### src/rtl/demux_rx.sv
// Receive-side byte demultiplexer: checks preamble/SFD, then steers header, ARP, pad and FCS
// bytes onto one registered byte bus with per-section strobes and a byte index.
module demux_rx #(
  parameter int          ARP_LEN     = 28,
  parameter int          PAYLOAD_LEN = 46,
  parameter logic [15:0] ETHERTYPE   = 16'h0806
) (
  input  logic       aclk,
  input  logic       areset,
  input  logic       data_valid,
  input  logic [7:0] data_in,
  output logic [7:0] rx_data,
  output logic       eth_header_rx_valid,
  output logic       arp_data_rx_valid,
  output logic       fcs_rx_valid,
  output logic [5:0] rx_index,
  output logic       crc_en,
  output logic       rx_frame_done,
  output logic       rx_frame_abort
);

  typedef enum logic [2:0] {
    IDLE, PREAMBLE, ETH_HEADER, ARP_DATA, PAD, FCS, WAIT_END, DROP
  } state_t;

  localparam int         PAD_LEN   = PAYLOAD_LEN - ARP_LEN;
  localparam logic [5:0] HDR_LAST  = 6'd13;
  localparam logic [5:0] TYPE_HI   = 6'd12;
  localparam logic [5:0] ARP_LAST  = 6'(ARP_LEN - 1);
  localparam logic [5:0] PAD_LAST  = 6'(PAD_LEN - 1);
  localparam logic [5:0] FCS_LAST  = 6'd3;
  // A payload made entirely of ARP bytes has no padding section to visit.
  localparam state_t     AFTER_ARP = (PAD_LEN > 0) ? PAD : FCS;

  state_t     state, state_nxt;
  logic [5:0] cnt, cnt_nxt;
  logic [2:0] pre_cnt, pre_cnt_nxt;
  logic [7:0] type_hi, type_hi_nxt;
  logic       type_ok;

  logic [7:0] rx_data_nxt;
  logic [5:0] rx_index_nxt;
  logic       hdr_v_nxt, arp_v_nxt, fcs_v_nxt, crc_nxt, done_nxt, abort_nxt;

  // Valid only while the second EtherType byte is on data_in.
  assign type_ok = ({type_hi, data_in} == ETHERTYPE);

  always_ff @(posedge aclk) begin
    if (areset) begin
      state               <= IDLE;
      cnt                 <= '0;
      pre_cnt             <= '0;
      type_hi             <= '0;
      rx_data             <= '0;
      rx_index            <= '0;
      eth_header_rx_valid <= 1'b0;
      arp_data_rx_valid   <= 1'b0;
      fcs_rx_valid        <= 1'b0;
      crc_en              <= 1'b0;
      rx_frame_done       <= 1'b0;
      rx_frame_abort      <= 1'b0;
    end else begin
      state               <= state_nxt;
      cnt                 <= cnt_nxt;
      pre_cnt             <= pre_cnt_nxt;
      type_hi             <= type_hi_nxt;
      rx_data             <= rx_data_nxt;
      rx_index            <= rx_index_nxt;
      eth_header_rx_valid <= hdr_v_nxt;
      arp_data_rx_valid   <= arp_v_nxt;
      fcs_rx_valid        <= fcs_v_nxt;
      crc_en              <= crc_nxt;
      rx_frame_done       <= done_nxt;
      rx_frame_abort      <= abort_nxt;
    end
  end

  always_comb begin
    state_nxt   = state;
    pre_cnt_nxt = pre_cnt;
    type_hi_nxt = type_hi;
    case (state)
      IDLE: begin
        if (data_valid) begin
          state_nxt   = (data_in == 8'h55) ? PREAMBLE : DROP;
          pre_cnt_nxt = 3'd1;
        end
      end
      PREAMBLE: begin
        if (!data_valid)             state_nxt = IDLE;
        else if (data_in == 8'h55) begin
          if (pre_cnt == 3'd7)       state_nxt = DROP;
          else                       pre_cnt_nxt = pre_cnt + 3'd1;
        end
        else if (data_in == 8'hD5)   state_nxt = ETH_HEADER;
        else                         state_nxt = DROP;
      end
      ETH_HEADER: begin
        if (!data_valid) state_nxt = IDLE;
        else begin
          if (cnt == TYPE_HI)  type_hi_nxt = data_in;
          if (cnt == HDR_LAST) state_nxt = type_ok ? ARP_DATA : DROP;
        end
      end
      ARP_DATA: begin
        if (!data_valid)          state_nxt = IDLE;
        else if (cnt == ARP_LAST) state_nxt = AFTER_ARP;
      end
      PAD: begin
        if (!data_valid)          state_nxt = IDLE;
        else if (cnt == PAD_LAST) state_nxt = FCS;
      end
      FCS: begin
        if (!data_valid)          state_nxt = IDLE;
        else if (cnt == FCS_LAST) state_nxt = WAIT_END;
      end
      WAIT_END: state_nxt = data_valid ? DROP : IDLE;
      DROP:     if (!data_valid) state_nxt = IDLE;
      default:  state_nxt = IDLE;
    endcase
    if (state_nxt != state) cnt_nxt = '0;
    else                    cnt_nxt = data_valid ? cnt + 6'd1 : cnt;
  end

  always_comb begin
    rx_data_nxt  = rx_data;
    rx_index_nxt = '0;
    hdr_v_nxt    = 1'b0;
    arp_v_nxt    = 1'b0;
    fcs_v_nxt    = 1'b0;
    crc_nxt      = 1'b0;
    done_nxt     = 1'b0;
    abort_nxt    = 1'b0;
    case (state)
      ETH_HEADER, ARP_DATA, PAD, FCS: begin
        if (data_valid) begin
          // Pad bytes still drive rx_data so the FCS checker can fold them into the CRC.
          rx_data_nxt  = data_in;
          rx_index_nxt = cnt;
          hdr_v_nxt    = (state == ETH_HEADER);
          arp_v_nxt    = (state == ARP_DATA);
          fcs_v_nxt    = (state == FCS);
          crc_nxt      = (state != FCS);
          abort_nxt    = (state == ETH_HEADER) && (cnt == HDR_LAST) && !type_ok;
        end else begin
          abort_nxt = 1'b1;
        end
      end
      WAIT_END: begin
        done_nxt  = !data_valid;
        abort_nxt = data_valid;
      end
      default: ;
    endcase
  end

endmodule

### config.mk
export PLATFORM = sky130hd
export DESIGN_NAME = demux_rx
export DESIGN_NICKNAME = d
export VERILOG_FILES = /design/src/rtl/demux_rx.sv
export SDC_FILE = /design/constraint.sdc
export NUM_CORES = 1
export LEC_CHECK = 0
export BUFFER_PORTS_ARGS = -buffer_cell sky130_fd_sc_hd__buf_2
export CORE_MARGIN = 1.5
export CORE_UTILIZATION = 45
export CTS_BUF_LIST = sky130_fd_sc_hd__clkbuf_8 sky130_fd_sc_hd__clkbuf_16
export DETAILED_ROUTE_END_ITERATION = 16
export PLACE_DENSITY = 0.66
export SETUP_SLACK_MARGIN = 0.05
export SLEW_MARGIN = 15
export SYNTH_ARGS = -nofsm -noshare
export SYNTH_HDL_FRONTEND = slang
export SYNTH_SLANG_ARGS = --single-unit
### constraint.sdc
create_clock -name aclk -period 5.4 [get_ports aclk]
set_input_delay 1.08 -clock aclk [delete_from_list [all_inputs] [get_ports aclk]]
set_output_delay 1.08 -clock aclk [all_outputs]
set_load 0.1 [all_outputs]
==> flow_summary.toml <==
[clock_tree]
cts_hold_buf = 0
post_cts.resized_instances = 0
cts.clk_slew.worst_paths_ns = 0.07
ctsRootBufferMaster = "clkbuf_8"
tritoncts.num_buffers = 5
cts_num_sinks = 40
clockBufferDepth = 2
tritoncts = "built"
clk_latency_ns = 0.29
post-cts-setup-buffer-count = 0
ctsHtreeMaxLevel = 2

[worst_hold_path]
worst_min_delay_path_category = "flip-flop to flip-flop"

[yosys]
synth.ff_latch_count = 40
synth_enable_flop_cells = 0
synth_area_per_cell_sq_um = 8.792
synthArstFlopShare_pct = 0
synth_top_cell_by_area = "dfxtp_1"
synth_nets = 241
syn-cell-area_sq_um = 1952
synth_top_area_share_pct = 41.03
ys_top_cells_by_area = "dfxtp_1 (41%), mux2i_1 (5.6%), ha_1 (5.1%), nand2_1 (4.8%), a21oi_1 (4.1%)"
post_synth_inst_count = 222
synthesis.yosys.warnings = 0
synth_seq_area_share_pct = 41.03
synthFlopType = "dfxtp_1"
number_of_distinct_library_cells_after_synthesis = 46

[worst_setup_path]
crit_fanout = 17
worstSetupPathType = "flip-flop to flip-flop"
buffers_and_inverters_on_the_worst_path = 1
timing.critical_path.cells = "clkinv_1 > ha_1 > or3_1 > a21oi_2 > a21o_1 > nand4_2 > nor4_1"
cpLargestDelayFamily = "simple AND/OR/NAND/NOR gates"
cp.required_ns = 5.59
timing.critical_path.slowest_stage_cell = "dfxtp_1"
worst_ep_arrival_time_ns = 2.93
max_stage_delay_ns = 0.67
setup.worst_path.end_class = "flip-flop"
critical_path.startpoint_type = "flip-flop"

[routing]
drt_drc_violations_left = 0
drt-vias-per-instance = 5.586
route.antenna.remaining_nets = 0
detail_route.first_pass.iterations = 6
route.vias.total = 1648
drt-initial-drc-count = 122
avgRoutedWirePerCell_um = 14.45
drt_wl_total_um = 4264

[placement]
placement.io_buffers = 30
dp.final_hpwl_um = 2987
post-place-ws_ns = 2.740
dpl_cell_area_sq_um = 2100
final_gp_congestion = 0.9426

[timing]
fin_max_slew_vios = 0
max-slew-margin-rel_pct = 62.73
rsz0062_at_grt = "no"
achievable_frequency_mhz = 364.2
worst_slack_ns = 2.654
hold_violations = 0
fin_skew_ns = 0.002641
finalWorstPathRequiredPeriod_ns = 2.746
setup_violations = 0
fin_hold_ws_ns = 0.4521
setup-tns-final_ns = 0
worst-slew-pin-transition_ns = 0.5573
tcrit_tclk_final_pct = 50.85

[finish]
layout.cells.most_common = "dfxtp_1"
final_core_utilization_pct = 54.01
fin_area_sq_um = 2207
design.final.nets = 263
antennaDiodeCount = 0
layout-drive-gt1-share_pct = 19.18
top_library_cells_by_usage_in_the_layout_fill_and_taps_aside = "dfxtp_1 (40), buf_2 (30), nand2_1 (25)"
area.growth.synth_to_final_pct = 13.08

[global_routing]
grt_antenna_before_repair = 0
grt_pass1_vias = 1425
grt_use_total_pct = 19.73
grt-ovfl-total = 0
grt_pass1_wl_um = 6920
grt_start_max_net_pins = 28

[power]
pwr_density_cell_nw_per_um2 = 395.0
ir_worst_vdd_mv = 0.1520
leakage_uw = 0.0009489

[job]
cap_viol_max_count = 0

[die]
ioPinCount = 31
die_x_um = 68.86
core_area_sq_um = 4086
placementRows = 23
die-area_sq_um = 4742
fp.dieH_um = 68.86
start_util_pct = 47.76

[outcome]
outcome = "finished clean"
==> routing by layer <==
metal  vias up  global-route usage [%]  wire [um]
li1        837                       -          -
met1       735                   30.28       2144
met2        74                   25.72       1815
met3         2                   4.383        289
met4         0                   8.578         15
met5         -                       0          0
==> path summary, 6_finish.rpt <==
check	startpoint	endpoint	slack (ns)	depth (start not counted)
hold reg to reg	rx_data[1]	rx_data[1]	0.45	2
setup reg to reg	state[2]	cnt[2]	2.65	7
hold / removal	rx_data[1]	rx_data[1]	0.45	2
setup / recovery	state[2]	cnt[2]	2.65	7
==> through the flow <==
step | total power [uW] | cells
CTS | 877.3 | 295
global placement | 639.3 | 287
floorplan | 585.9 | 222
finish | 871.8 | 295
detailed placement | 640.0 | 287
global route | 923.3 | 295
==> cell families (layout without fill, tap and decap cells) <==
family,Yosys count,in the layout,synth area share [%]
fa+ha+maj,8,8,5.128
buf+inv,20,43,4.294
simple gates,101,101,28.85
flops,40,40,41.03
compound gates,37,37,12.82
mux,11,11,5.641
xor+xnor,5,5,2.243
==> synth_stat cells, drive strengths merged, types with 2 or more instances <==
library cell	instances
a21o	2
or2	2
nor2	20
nand3b	3
nor4b	3
xor2	4
and2	6
or3	2
dfxtp	40
nor4	10
o21ai	4
buf	8
and3	3
mux2i	11
nand2b	3
a21oi	17
nand2	25
a41oi	2
inv	4
a31oi	3
nand3	5
nor3	5
nand4	6
ha	8
nor2b	2
clkbuf	7
nand4b	3
==> where the power goes <==
| group | switching (uW) | total [uW] | internal, uW |
|---|---|---|---|
| Sequential | 34.3 | 352 | 317 |
| Clock | 98.9 | 234 | 135 |
| Combinational | 208 | 286 | 78.1 |
==> state kept, by name, indices dropped and copies added, names as in the netlist <==
name / flops
eth_header_rx_valid: 1
type_hi: 8
fcs_rx_valid: 1
state: 3
pre_cnt: 3
rx_data: 8
crc_en: 1
cnt: 6
rx_frame_done: 1
rx_index: 6
rx_frame_abort: 1
arp_data_rx_valid: 1
==> worst reg2reg max path, delay by kind of cell, from the launching register on <==
kind	cells	cell delay (ns)
AOI/OAI and AO/OA	2	0.33
adders and majority gates	1	0.30
buffers and inverters	1	0.40
DFF	1	0.67
and+or+nand+nor	3	0.94
==> final cells by class <==
class,instances,area (sq um)
Fill cell,381,1879
Tap cell,50,62.56
Sequential cell,40,800.8
Inverter,5,18.77
Multi-Input combinational cell,162,1067
Clock buffer,5,68.82
Timing Repair Buffer,30,150.1
Clock inverter,3,38.79
No activity file was read; power rests on OpenSTA's default activity.
